**src/rtl/irq_pend_arb_pkg.sv**
```systemverilog
// rtl/irq_pend_arb_pkg.sv - shared constants, FSM states and priority helper for irq_pend_arb
// Purpose : common definitions imported by the interface and the pending/arbitration stage.
// Contents: N_SRC, ID_W, irq_state_e, hi_prio_idx().
package irq_pkg;

   localparam int N_SRC = 4;
   localparam int ID_W  = 2;

   typedef enum logic {IDLE, PRESENT} irq_state_e;

   // Same 3 > 2 > 1 > 0 ordering as the downstream priority encoder; 0 when nothing is set.
   function automatic logic [ID_W-1:0] hi_prio_idx(input logic [3:0] v);
      if (v[3])      return 2'd3;
      else if (v[2]) return 2'd2;
      else if (v[1]) return 2'd1;
      else           return 2'd0;
   endfunction

endpackage

```
**src/rtl/irq_pend_arb_if.sv**
```systemverilog
// rtl/irq_pend_arb_if.sv - valid/ready interrupt-ID handshake between arbiter and consumer
// Purpose : bundles the ID presentation handshake.
// Signals : irq_valid (ID presented), irq_id (presented ID), irq_ready (consumer accepts).
// Modports: master = arbiter side, slave = consumer side.
interface irq_if;
   import irq_pkg::*;

   logic            irq_valid;
   logic [ID_W-1:0] irq_id;
   logic            irq_ready;

   modport master (output irq_valid, output irq_id, input  irq_ready);
   modport slave  (input  irq_valid, input  irq_id, output irq_ready);

endinterface

```
**src/rtl/irq_pend_arb.sv**
```systemverilog
// rtl/irq_pend_arb.sv - rising-edge capture, sticky pending, lost flags and ID arbitration
// Purpose : captures source rising edges into sticky pending bits, exports the masked
//           pending vector for the priority encoder, and presents one ID at a time.
// Ports   : clk        - clock, all state on rising edge
//           rst_n      - synchronous active-low reset
//           irq_in     - level source lines (already synchronous)
//           irq_mask   - 1 = source enabled (gates arbitration and pend_vec, not capture)
//           lost_clr   - per-bit clear of lost_o
//           pend_vec   - registered pending & irq_mask
//           lost_o     - sticky: edge arrived while that source was already pending
//           irq        - irq_if.master handshake (irq_valid, irq_id, irq_ready)
module irq_pend_arb
   import irq_pkg::*;
(
   input  logic             clk,
   input  logic             rst_n,
   input  logic [N_SRC-1:0] irq_in,
   input  logic [N_SRC-1:0] irq_mask,
   input  logic [N_SRC-1:0] lost_clr,
   output logic [N_SRC-1:0] pend_vec,
   output logic [N_SRC-1:0] lost_o,
   irq_if.master            irq
);

   logic [N_SRC-1:0] r_irq_q;
   logic [N_SRC-1:0] r_pending;
   logic [N_SRC-1:0] r_pend_vec;
   logic [N_SRC-1:0] r_lost;
   irq_state_e       r_state;
   logic             r_valid;
   logic [ID_W-1:0]  r_id;

   logic [N_SRC-1:0] w_rise;
   logic             w_acc;
   logic [N_SRC-1:0] w_clr;
   logic [N_SRC-1:0] w_pend_nxt;
   logic [N_SRC-1:0] w_lost_set;
   logic [N_SRC-1:0] w_eligible;
   irq_state_e       w_state_nxt;
   logic             w_valid_nxt;
   logic [ID_W-1:0]  w_id_nxt;

   assign w_rise     = irq_in & ~r_irq_q;
   assign w_acc      = r_valid & irq.irq_ready;
   assign w_clr      = w_acc ? (N_SRC'(1) << r_id) : '0;
   // A rise on a bit being cleared this cycle re-arms it, so the set term is OR'd last.
   assign w_pend_nxt = (r_pending & ~w_clr) | w_rise;
   assign w_lost_set = w_rise & r_pending & ~w_clr;
   assign w_eligible = r_pending & irq_mask;

   always_ff @(posedge clk) begin
      if (!rst_n) begin
         // All-ones so a line held high across reset release is not seen as an edge.
         r_irq_q    <= '1;
         r_pending  <= '0;
         r_pend_vec <= '0;
         r_lost     <= '0;
      end else begin
         r_irq_q    <= irq_in;
         r_pending  <= w_pend_nxt;
         r_pend_vec <= w_pend_nxt & irq_mask;
         r_lost     <= w_lost_set | (r_lost & ~lost_clr);
      end
   end

   always_ff @(posedge clk) begin
      if (!rst_n) begin
         r_state <= IDLE;
         r_valid <= 1'b0;
         r_id    <= '0;
      end else begin
         r_state <= w_state_nxt;
         r_valid <= w_valid_nxt;
         r_id    <= w_id_nxt;
      end
   end

   // Arbitration looks only in IDLE, so the ID is frozen while presented and every
   // accept is followed by one IDLE cycle with irq_valid low.
   always_comb begin
      w_state_nxt = r_state;
      w_valid_nxt = r_valid;
      w_id_nxt    = r_id;
      case (r_state)
         IDLE: begin
            if (|w_eligible) begin
               w_id_nxt    = hi_prio_idx(w_eligible);
               w_valid_nxt = 1'b1;
               w_state_nxt = PRESENT;
            end
         end
         PRESENT: begin
            if (w_acc) begin
               w_valid_nxt = 1'b0;
               w_state_nxt = IDLE;
            end
         end
      endcase
   end

   assign pend_vec      = r_pend_vec;
   assign lost_o        = r_lost;
   assign irq.irq_valid = r_valid;
   assign irq.irq_id    = r_id;

endmodule
```
**src/flat_wrapper.sv**
```systemverilog
// flat-port wrapper written by rule: the top's interface ports become plain ports
module irq_pend_arb_flat import irq_pkg::*;
  (clk, rst_n, irq_in, irq_mask, lost_clr, pend_vec, lost_o, irq_irq_valid, irq_irq_id, irq_irq_ready);
  irq_if irq_i ();
  input  logic clk;
  input  logic rst_n;
  input  logic [N_SRC-1:0] irq_in;
  input  logic [N_SRC-1:0] irq_mask;
  input  logic [N_SRC-1:0] lost_clr;
  output logic [N_SRC-1:0] pend_vec;
  output logic [N_SRC-1:0] lost_o;
  output wire logic [$bits(irq_i.irq_valid)-1:0] irq_irq_valid;
  output wire logic [$bits(irq_i.irq_id)-1:0] irq_irq_id;
  input wire logic [$bits(irq_i.irq_ready)-1:0] irq_irq_ready;
  assign irq_irq_valid = irq_i.irq_valid;
  assign irq_irq_id = irq_i.irq_id;
  assign irq_i.irq_ready = irq_irq_ready;
  irq_pend_arb u_core (.clk(clk), .rst_n(rst_n), .irq_in(irq_in), .irq_mask(irq_mask), .lost_clr(lost_clr), .pend_vec(pend_vec), .lost_o(lost_o), .irq(irq_i));
endmodule
```
**config.mk**
```make
export PLATFORM = sky130hd
export DESIGN_NAME = irq_pend_arb_flat
export DESIGN_NICKNAME = d
export VERILOG_FILES = /design/src/rtl/irq_pend_arb_pkg.sv /design/src/rtl/irq_pend_arb_if.sv /design/src/rtl/irq_pend_arb.sv /design/src/flat_wrapper.sv
export SDC_FILE = /design/constraint.sdc
export NUM_CORES = 1
export LEC_CHECK = 0
export ABC_CLOCK_PERIOD_IN_PS = 2600
export CAP_MARGIN = 15
export CORE_AREA = 2 2 55 57
export DETAILED_ROUTE_END_ITERATION = 6
export DIE_AREA = 0 0 57 59
export GPL_ROUTABILITY_DRIVEN = 0
export PLACE_DENSITY_LB_ADDON = 0.3
export SLEW_MARGIN = 20
export SYNTH_ARGS = -nofsm -noshare
export SYNTH_HDL_FRONTEND = slang
export SYNTH_SLANG_ARGS = --single-unit
```
**constraint.sdc**
```tcl
create_clock -name clk -period 2.6 [get_ports clk]
set_input_delay 0.52 -clock clk [delete_from_list [all_inputs] [get_ports clk]]
set_output_delay 0.52 -clock clk [all_outputs]
set_load 0.01 [all_outputs]
```
==> results of run 1 <==
[kinds of logic (layout without fill, tap and decap cells)]
group | Yosys count | after routing
compound gates | 19 | 19
flops | 20 | 20
buf+inv | 3 | 32
simple gates | 34 | 34
[sequential cells by signal, indices dropped and copies added (netlist names)]
register,flops
u_core.r_pending,4
u_core.r_state,1
u_core.lost_o,4
u_core.irq.irq_id,2
u_core.r_irq_q,4
u_core.irq.irq_valid,1
u_core.pend_vec,4
[worst min path at each step]
stage,startpoint,end,cells past startpoint
after floorplan,u_core.r_pending[3],u_core.lost_o[3],2
after global placement,u_core.lost_o[3],u_core.lost_o[3],2
after detailed placement,u_core.lost_o[3],u_core.lost_o[3],2
after CTS,u_core.lost_o[2],u_core.lost_o[2],2
after global routing,u_core.r_pending[3],u_core.lost_o[3],2
final,u_core.lost_o[3],u_core.lost_o[3],2
[layer usage]
layer | vias to the layer above | wire length [um]
met4 | 0 | 15
met5 | - | 0
met1 | 295 | 727
li1 | 326 | -
met2 | 15 | 763
met3 | 2 | 86
[Yosys cell counts]
cell type,count,share of area [%]
a21o_1,1,1.0
a21oi_1,8,5.5
a22oi_2,1,1.7
a31oi_2,1,1.7
a32oi_1,2,2.4
and2_1,1,0.86
buf_2,1,0.69
clkinv_1,1,0.51
dfxtp_1,20,55
inv_1,1,0.51
nand2_1,9,4.6
nand2b_1,7,6.0
nand3_1,2,1.4
nand3b_1,1,1.0
nand4_1,1,0.86
nand4b_1,2,2.4
nor2_1,7,3.6
nor2b_1,3,2.6
o211a_1,1,1.4
o21a_1,1,1.0
o21ai_0,1,0.69
o221a_2,1,1.5
o31ai_1,2,2.1
or2b_1,1,1.0
[power by group]
group	switching, mW	internal [mW]
Sequential	0.0146	0.322
Clock	0.0899	0.0852
Combinational	0.0308	0.0494
[per-stage QoR]
step / setup slack (ns) / util, % / std cells / hold WS (ns) / area (um2)
after floorplan: 1.413 / - / 76 / 0.4612 / 729.5
after global placement: 0.8057 / 37.67 / 132 / 0.4766 / 1021
after detailed placement: 0.7677 / 37.67 / 132 / 0.4667 / 1021
after CTS: 0.7562 / 39.01 / 136 / 0.4891 / 1057
after global routing: 0.7058 / 39.01 / 136 / 0.5169 / 1057
final: 0.7684 / 39.01 / 136 / 0.4831 / 1057
[worst min-delay path, delay by kind of cell, from the launching register on]
family	cells	cell delay [ns]
and+or+nand+nor	1	0.06
AOI/OAI and AO/OA	1	0.05
DFF	1	0.33
[cell type report]
type	count	area, um2	area share, %
clock buffer	4	36.28	3.432
inverter	2	7.507	0.7101
multi-input combinational	53	316.6	29.94
sequential	20	400.4	37.87
tap	31	38.79	3.669
timing repair buffer	26	257.7	24.38
==> qor.csv, run 1 <==
stage;metric;value;unit
floorplanning;# rows;19;
route;routed via count;638;
clock_network;CTS Root Cell;clkbuf_4;
synth;adder-cell share of the synthesized area;0;%
global_route;met1 GRT Util;11.91;%
floorplanning;core area;2710;um2
floorplanning;initial core utilization;26.92;%
timing;Final Setup Violations;0;
synth;mapped cell area;729.5;um2
synth;Syn Inst Count;76;
pwr;Leak;0.3871;nW
setup_path;crit end category;output port;
setup_path;Worst path slowest cell;clkdlybuf4s50_1;
synth;Compound-Gate Fraction of Synth Area;19.04;%
finish;diodes inserted;0;
placement;Post-DP HPWL;1.225;mm
global_route;initial antenna violation count;0;
synth;distinct cell type count of the synthesized netlist;24;
timing;Hold Fails Final Rpt;0;
global_route;overall routing resource usage;10.37;%
pwr;PwrDens;560.0;nW/um2
finish;Layout area overhead;44.94;%
finish;fin nets;121;
synth;Ys Warns;0;
finish;most frequent cells in the layout;clkdlybuf4s50_1 (25), dfxtp_1 (20), nand2_1 (9);
synth;post-synthesis mux area share;0;%
floorplanning;Die Ht;59;um
route;initial DRC count;17;
setup_path;CP required;2.08;ns
clock_network;Clock Latency Late Sink;0.29;ns
clock_network;Clock transition at path regs;0.11;ns
timing;Layout Skew;0.002267;ns
timing;post-route clock period utilization;70.45;%
synth;main combinational cell family by area after synthesis;simple AND/OR/NAND/NOR gates;
synth;post-synthesis xor/xnor area fraction;0;%
placement;port bufs;25;
hold_path;min-delay worst type;register to register;
setup_path;Worst R2R End;u_core.pend_vec[0];
clock_network;post_cts resized;0;
setup_path;FF-to-FF path depth;3;
setup_path;startpoint types;register;
clock_network;Post-CTS Setup Bufs;0;
clock_network;CTS buffer count;3;
setup_path;RR Startpoint;u_core.irq.irq_valid;
synth;average size of a mapped cell;9.598;um2
setup_path;CP startpoint;u_core.irq.irq_valid;
clock_network;TritonCTS clock tree;built;
clock_network;CTS Hold Bufs;0;
pwr;Max IR drop VDD;0.0003181;V
flow_run;max-cap violations;0;
route;DRT Wirelength;1.593;mm
setup_path;number of cells on the critical path;1;
clock_network;clock tree buffer depth;2;
setup_path;Crit Path Category;register to output port;
timing;Tmin final;1.832;ns
setup_path;CP arrival;1.31;ns
pwr;Total Power;0.5921;mW
finish;fill count;305;
finish;layout cells sized above 1;7.619;%
floorplanning;io pins;26;
route;Antenna Nets Post-Route;0;
global_route;first-pass GRT wire length;2.718;mm
global_route;GR Overflow Total;0;
setup_path;peak fanout along the critical path;6;
global_route;met3 Usage GRT;2.620;%
clock_network;Clock Sinks;20;
timing;f_max;546.0;MHz
setup_path;end point of the critical path;irq_irq_valid;
synth;Simple-Gate Fraction of Synth Area;24.36;%
setup_path;R2R setup slack;1.47;ns
route;drt pass-1 iters;4;
global_route;largest net degree at the start of global routing;14;
global_route;GR peak layer;met2;
synth;register bit total from synthesis;20;
floorplanning;Die Wd;57;um
global_route;grt met2 use;18.06;%
timing;Slew @ Worst Pin;0.3784;ns
global_route;number of global-route vias before repair;631;
setup_path;CP top delay family;buffers and inverters;
timing;Slew Limit Fails;0;
status;run status;finished, final reports clean;
floorplanning;die area;3363;um2
synth;post-synth net total;91;
timing;setup TNS;0;ns
route;drt drc;0;
timing;unrepaired setup endpoints after global routing;false;
setup_path;CP peak stage delay;0.59;ns
setup_path;CP bufs+invs;1;
clock_network;H-tree Lvls;1;
timing;Rel. slew slack;74.56;%
synth;register area share after synthesis;54.89;%
setup_path;Cell Chain, Critical Path;clkdlybuf4s50_1;
route;via-per-instance ratio;4.691;
route;Avg WL per Cell;11.71;um
finish;most common cell after layout, fill and taps aside;clkdlybuf4s50_1;
(Power assumes the default switching activity.)
==> run 2, diff against run 1 <==
--- a/config.mk
+++ b/config.mk
@@ -5,7 +5,7 @@
 export SDC_FILE = /design/constraint.sdc
 export NUM_CORES = 1
 export LEC_CHECK = 0
-export ABC_CLOCK_PERIOD_IN_PS = 2600
+export ABC_CLOCK_PERIOD_IN_PS = 1500
 export CAP_MARGIN = 15
 export CORE_AREA = 2 2 55 57
 export DETAILED_ROUTE_END_ITERATION = 6
==> constraint.sdc (replaced) <==
create_clock -name clk -period 1.5 [get_ports clk]
set_input_delay 0.3 -clock clk [delete_from_list [all_inputs] [get_ports clk]]
set_output_delay 0.3 -clock clk [all_outputs]
set_load 0.01 [all_outputs]
==> run 2 against run 1 <==
- power rose by 96%
- sequential share of layout area fell by 1.0 points
- die area did not move
- final area rose by 3.7%
- sequential power rose by 74%
- combinational power rose by 72%
- clock-buffer cell count fell by 1
- cell count rose by 1.5%
- largest cell class unchanged
- highest routed layer unchanged
==> qor.csv, run 2 (same netlist as run 1, synthesis figures left out) <==
stage;metric;value;unit
setup_path;FF-to-FF path depth;3;
setup_path;Worst path slowest cell;clkdlybuf4s50_1;
clock_network;Clock Latency Late Sink;0.30;ns
setup_path;CP arrival;1.15;ns
setup_path;R2R setup slack;0.45;ns
finish;layout cells sized above 1;12.15;%
placement;Post-DP HPWL;1.218;mm
timing;f_max;687.9;MHz
clock_network;CTS buffer count;3;
floorplanning;Die Ht;59;um
floorplanning;Die Wd;57;um
setup_path;RR Startpoint;u_core.r_pending[3];
pwr;Max IR drop VDD;0.0005190;V
pwr;Total Power;1.158;mW
route;drt pass-1 iters;3;
route;DRT Wirelength;1.586;mm
clock_network;CTS Hold Bufs;0;
timing;slack of the critical path;0.04621;ns
timing;setup TNS;0;ns
global_route;number of global-route vias before repair;640;
route;initial DRC count;9;
floorplanning;core area;2710;um2
global_route;GR Overflow Total;0;
finish;diodes inserted;0;
setup_path;peak fanout along the critical path;1;
timing;Slew Limit Fails;0;
setup_path;Crit Path Category;register to output port;
floorplanning;io pins;26;
clock_network;CTS Root Cell;clkbuf_4;
global_route;overall routing resource usage;10.30;%
flow_run;max-cap violations;0;
clock_network;Post-CTS Setup Bufs;0;
timing;Layout Skew;0.009777;ns
finish;fin nets;123;
setup_path;crit end category;output port;
global_route;largest net degree at the start of global routing;13;
clock_network;clock tree buffer depth;2;
floorplanning;initial core utilization;26.92;%
timing;unrepaired setup endpoints after global routing;false;
timing;Hold Fails Final Rpt;0;
pwr;Leak;0.4985;nW
placement;port bufs;25;
finish;fill count;299;
clock_network;TritonCTS clock tree;built;
timing;Tmin final;1.454;ns
hold_path;Worst Hold Endpoint;u_core.lost_o[3];
timing;Final Setup Violations;0;
hold_path;min-delay worst type;register to register;
floorplanning;die area;3363;um2
timing;Rel. slew slack;85.40;%
setup_path;CP bufs+invs;1;
finish;FF/Latch Area;404.1;um2
pwr;PwrDens;1056;nW/um2
setup_path;CP top delay family;buffers and inverters;
timing;Slew @ Worst Pin;0.2172;ns
setup_path;CP required;1.20;ns
finish;most frequent cells in the layout;dfxtp_1 (17), clkdlybuf4s50_1 (16), nand2_1 (9);
hold_path;hold path start;u_core.lost_o[3];
clock_network;Clock transition at path regs;0.12;ns
finish;most common cell after layout, fill and taps aside;dfxtp_1;
route;Avg WL per Cell;11.49;um
global_route;first-pass GRT wire length;2.601;mm
setup_path;CP peak stage delay;0.53;ns
setup_path;startpoint types;register;
global_route;initial antenna violation count;0;
route;via-per-instance ratio;4.594;
route;routed via count;634;
hold_path;hold path cells;2;
setup_path;Cell Chain, Critical Path;clkdlybuf4s50_1;
finish;Layout area overhead;50.26;%
placement;Place WS;-0.005346;ns
finish;area of the multi-input gates;316.6;um2
clock_network;H-tree Lvls;1;
route;drt drc;0;
status;run status;finished, final reports clean;
setup_path;Worst R2R End;u_core.irq.irq_id[0];
clock_network;Clock Sinks;20;
floorplanning;# rows;19;
timing;post-route clock period utilization;96.92;%
route;Antenna Nets Post-Route;0;
[run 2: cell types whose count changed in the layout (fill, tap and decap cells not counted), moves of 2 or more]
cell,before,now
dfxtp_2,0,3
dlygate4sd2_1,0,5
clkdlybuf4s50_1,25,16
buf_4,1,3
dfxtp_1,20,17
dlymetal6s2s_1,0,4
[run 2: layout make-up]
class / count / area share (%)
Clock buffer: 3 / 2.055
Clock inverter: 1 / 2.740
Inverter: 2 / 0.6849
Multi-Input combinational cell: 53 / 28.88
Sequential cell: 20 / 36.87
Tap cell: 31 / 3.539
Timing Repair Buffer: 28 / 25.23
[run 2: stage by stage]
step / hold WS [ns] / area [um2] / utilization [%] / std cells
2_1_floorplan: 0.3730 / 729.5 / - / 76
3_3_place_gp: 0.4583 / 1036 / 38.23 / 134
3_5_place_dp: 0.4565 / 1036 / 38.23 / 134
4_1_cts: 0.4779 / 1086 / 40.07 / 138
5_1_grt: 0.5205 / 1096 / 40.44 / 138
6_report: 0.4767 / 1096 / 40.44 / 138
[run 2: how the worst max path moves through the flow]
| stage | cells after the start | start | endpoint |
|---|---|---|---|
| global placement | 5 | irq_irq_ready | u_core.lost_o[0] |
| detailed placement | 4 | irq_mask[1] | u_core.irq.irq_id[0] |
| finish | 1 | u_core.pend_vec[0] | pend_vec[0] |
| global route | 1 | u_core.pend_vec[0] | pend_vec[0] |
| floorplan | 3 | u_core.irq.irq_valid | u_core.pend_vec[0] |
| CTS | 1 | u_core.lost_o[2] | lost_o[2] |
[run 2: timing repair]
| item | in CTS | in global routing |
|---|---|---|
| endpoints found under the hold margin | 0 | 0 |
| setup endpoints to repair | 5 | 4 |
| resized for setup | 8 | 4 |
[run 2: power by group]
part / internal (mW) / leakage [nW] / switching [mW] / total, mW
combinational: 0.0827 / 0.306 / 0.0548 / 0.138
sequential: 0.560 / 0.165 / 0.0248 / 0.585
clock: 0.270 / 0.0279 / 0.165 / 0.435
[run 2: metal layers]
metal | GRT usage, % | vias to the layer above | wire length, um
li1 | - | 327 | -
met1 | 11.84 | 288 | 695
met2 | 16.42 | 17 | 761
met3 | 2.838 | 2 | 110
met4 | 7.641 | 0 | 18
met5 | 0 | - | 0
==> run 3, diff against run 2 <==
--- a/config.mk
+++ b/config.mk
@@ -11,6 +11,7 @@
 export DETAILED_ROUTE_END_ITERATION = 6
 export DIE_AREA = 0 0 57 59
 export GPL_ROUTABILITY_DRIVEN = 0
+export GPL_TIMING_DRIVEN = 0
 export PLACE_DENSITY_LB_ADDON = 0.3
 export SLEW_MARGIN = 20
 export SYNTH_ARGS = -nofsm -noshare
==> run 3 against run 2 <==
- clock-buffer cell count is the same
- final area shrank 1.5%
- clock skew shrank 0.0014 ns
- routed wire length grew 0.57%
- cell count shrank 1.4%
- flip-flop and latch count is the same
- critical path type unchanged
- largest cell class unchanged
- largest power group unchanged
==> qor.csv, run 3 (same netlist as run 1, synthesis figures left out) <==
stage;metric;value;unit
route;Avg WL per Cell;11.73;um
global_route;largest net degree at the start of global routing;13;
setup_path;number of cells on the critical path;1;
clock_network;clock tree buffer depth;2;
pwr;part of the power in combinational logic;11.4;%
pwr;Reg power frac;50.6;%
setup_path;CP bufs+invs;1;
global_route;overall routing resource usage;10.24;%
floorplanning;# rows;19;
finish;post-route cell area;1080;um2
route;Antenna Nets Post-Route;0;
timing;unrepaired setup endpoints after global routing;false;
route;drt pass-1 iters;2;
clock_network;CTS buffer count;3;
pwr;clock share of power;38.0;%
floorplanning;die area;3363;um2
global_route;number of global-route vias before repair;605;
setup_path;CP required;1.20;ns
clock_network;Post-CTS Setup Bufs;0;
timing;slack of the critical path;0.05164;ns
timing;Hold Fails Final Rpt;0;
timing;Final Setup Violations;0;
floorplanning;io pins;26;
timing;post-route clock period utilization;96.56;%
floorplanning;initial core utilization;26.92;%
finish;diodes inserted;0;
setup_path;Cell Chain, Critical Path;clkdlybuf4s50_1;
floorplanning;Die Wd;57;um
clock_network;Clock Sinks;20;
finish;most common cell after layout, fill and taps aside;dfxtp_1;
floorplanning;core area;2710;um2
global_route;initial antenna violation count;0;
route;drt drc;0;
pwr;Max IR drop VDD;0.0005816;V
finish;Layout area overhead;48.03;%
placement;Post-DP HPWL;1.185;mm
route;via-per-instance ratio;4.581;
setup_path;CP arrival;1.15;ns
setup_path;crit end category;output port;
setup_path;CP peak stage delay;0.53;ns
finish;fill count;295;
setup_path;FF-to-FF path depth;3;
hold_path;min-delay worst type;register to register;
finish;most frequent cells in the layout;dfxtp_1 (17), clkdlybuf4s50_1 (16), nand2_1 (9);
setup_path;startpoint types;register;
hold_path;hold path cells;2;
setup_path;Worst path slowest cell;clkdlybuf4s50_1;
timing;setup TNS;0;ns
timing;Layout Skew;0.008406;ns
floorplanning;Die Ht;59;um
route;routed via count;623;
timing;f_max;690.4;MHz
pwr;Leak;0.4760;nW
pwr;Pint;0.9076;mW
placement;port bufs;25;
pwr;PwrDens;1068;nW/um2
clock_network;Clock Latency Late Sink;0.30;ns
global_route;GR Overflow Total;0;
clock_network;CTS Root Cell;clkbuf_4;
global_route;first-pass GRT wire length;2.566;mm
clock_network;TritonCTS clock tree;built;
setup_path;Crit Path Category;register to output port;
status;run status;finished, final reports clean;
clock_network;H-tree Lvls;1;
finish;final design utilization;39.84;%
route;DRT Wirelength;1.595;mm
finish;fin nets;121;
placement;Place WS;-0.06846;ns
setup_path;peak fanout along the critical path;1;
timing;Slew @ Worst Pin;0.3748;ns
setup_path;CP top delay family;buffers and inverters;
timing;Tmin final;1.448;ns
timing;Slew Limit Fails;0;
placement;DP Area;1018;um2
pwr;Total Power;1.153;mW
clock_network;Clock transition at path regs;0.12;ns
pwr;switch share;21.28;%
timing;Rel. slew slack;74.80;%
route;initial DRC count;6;
finish;layout cells sized above 1;10.48;%
pwr;Psw;0.2454;mW
flow_run;max-cap violations;0;
[run 3: routing by layer]
| metal | vias up | wire [um] | GRT usage, % |
|---|---|---|---|
| met5 | - | 0 | 0 |
| met4 | 0 | 23 | 6.977 |
| met3 | 4 | 89 | 2.402 |
| met2 | 17 | 757 | 17.41 |
| met1 | 276 | 724 | 11.40 |
| li1 | 326 | - | - |
[run 3: power groups by stage]
stage,registers (mW),logic (mW),clock network [mW]
floorplan,0.596,0.0560,0
finish,0.583,0.131,0.438
global route,0.589,0.145,0.472
CTS,0.583,0.134,0.456
global placement,0.594,0.137,0
detailed placement,0.595,0.139,0
[run 3: repair_timing]
action	4_1_cts	5_1_grt
endpoints found under the setup margin	6	3
resized for setup	11	3
hold buffers	0	0
[run 3: worst paths after layout]
kind,endpoint,start,slack [ns]
setup reg to reg,u_core.pend_vec[0],u_core.irq.irq_valid,0.44
setup / recovery,pend_vec[0],u_core.pend_vec[0],0.05
hold / removal,u_core.lost_o[3],u_core.lost_o[3],0.48
hold reg to reg,u_core.lost_o[3],u_core.lost_o[3],0.48
[run 3: layout make-up]
class	instances	area (um2)	area share (%)
Sequential cell	20	409.1	37.89
Inverter	2	7.507	0.6952
Tap cell	31	38.79	3.592
Buffer	1	5.005	0.4635
Multi-Input combinational cell	53	316.6	29.32
Timing Repair Buffer	25	250.2	23.17
Clock inverter	1	30.03	2.781
Clock buffer	3	22.52	2.086
[run 3: per-stage QoR]
stage / cells / hold WS, ns
2_1_floorplan: 76 / 0.3730
3_3_place_gp: 132 / 0.4583
3_5_place_dp: 132 / 0.4609
4_1_cts: 136 / 0.4829
5_1_grt: 136 / 0.5079
6_report: 136 / 0.4756
[run 3: worst register-to-register path, stage by stage, from the launching register on]
cell and delay [ns]:
dfxtp_2 0.38, nand2_1 0.09, o31ai_1 0.35, a21oi_1 0.12
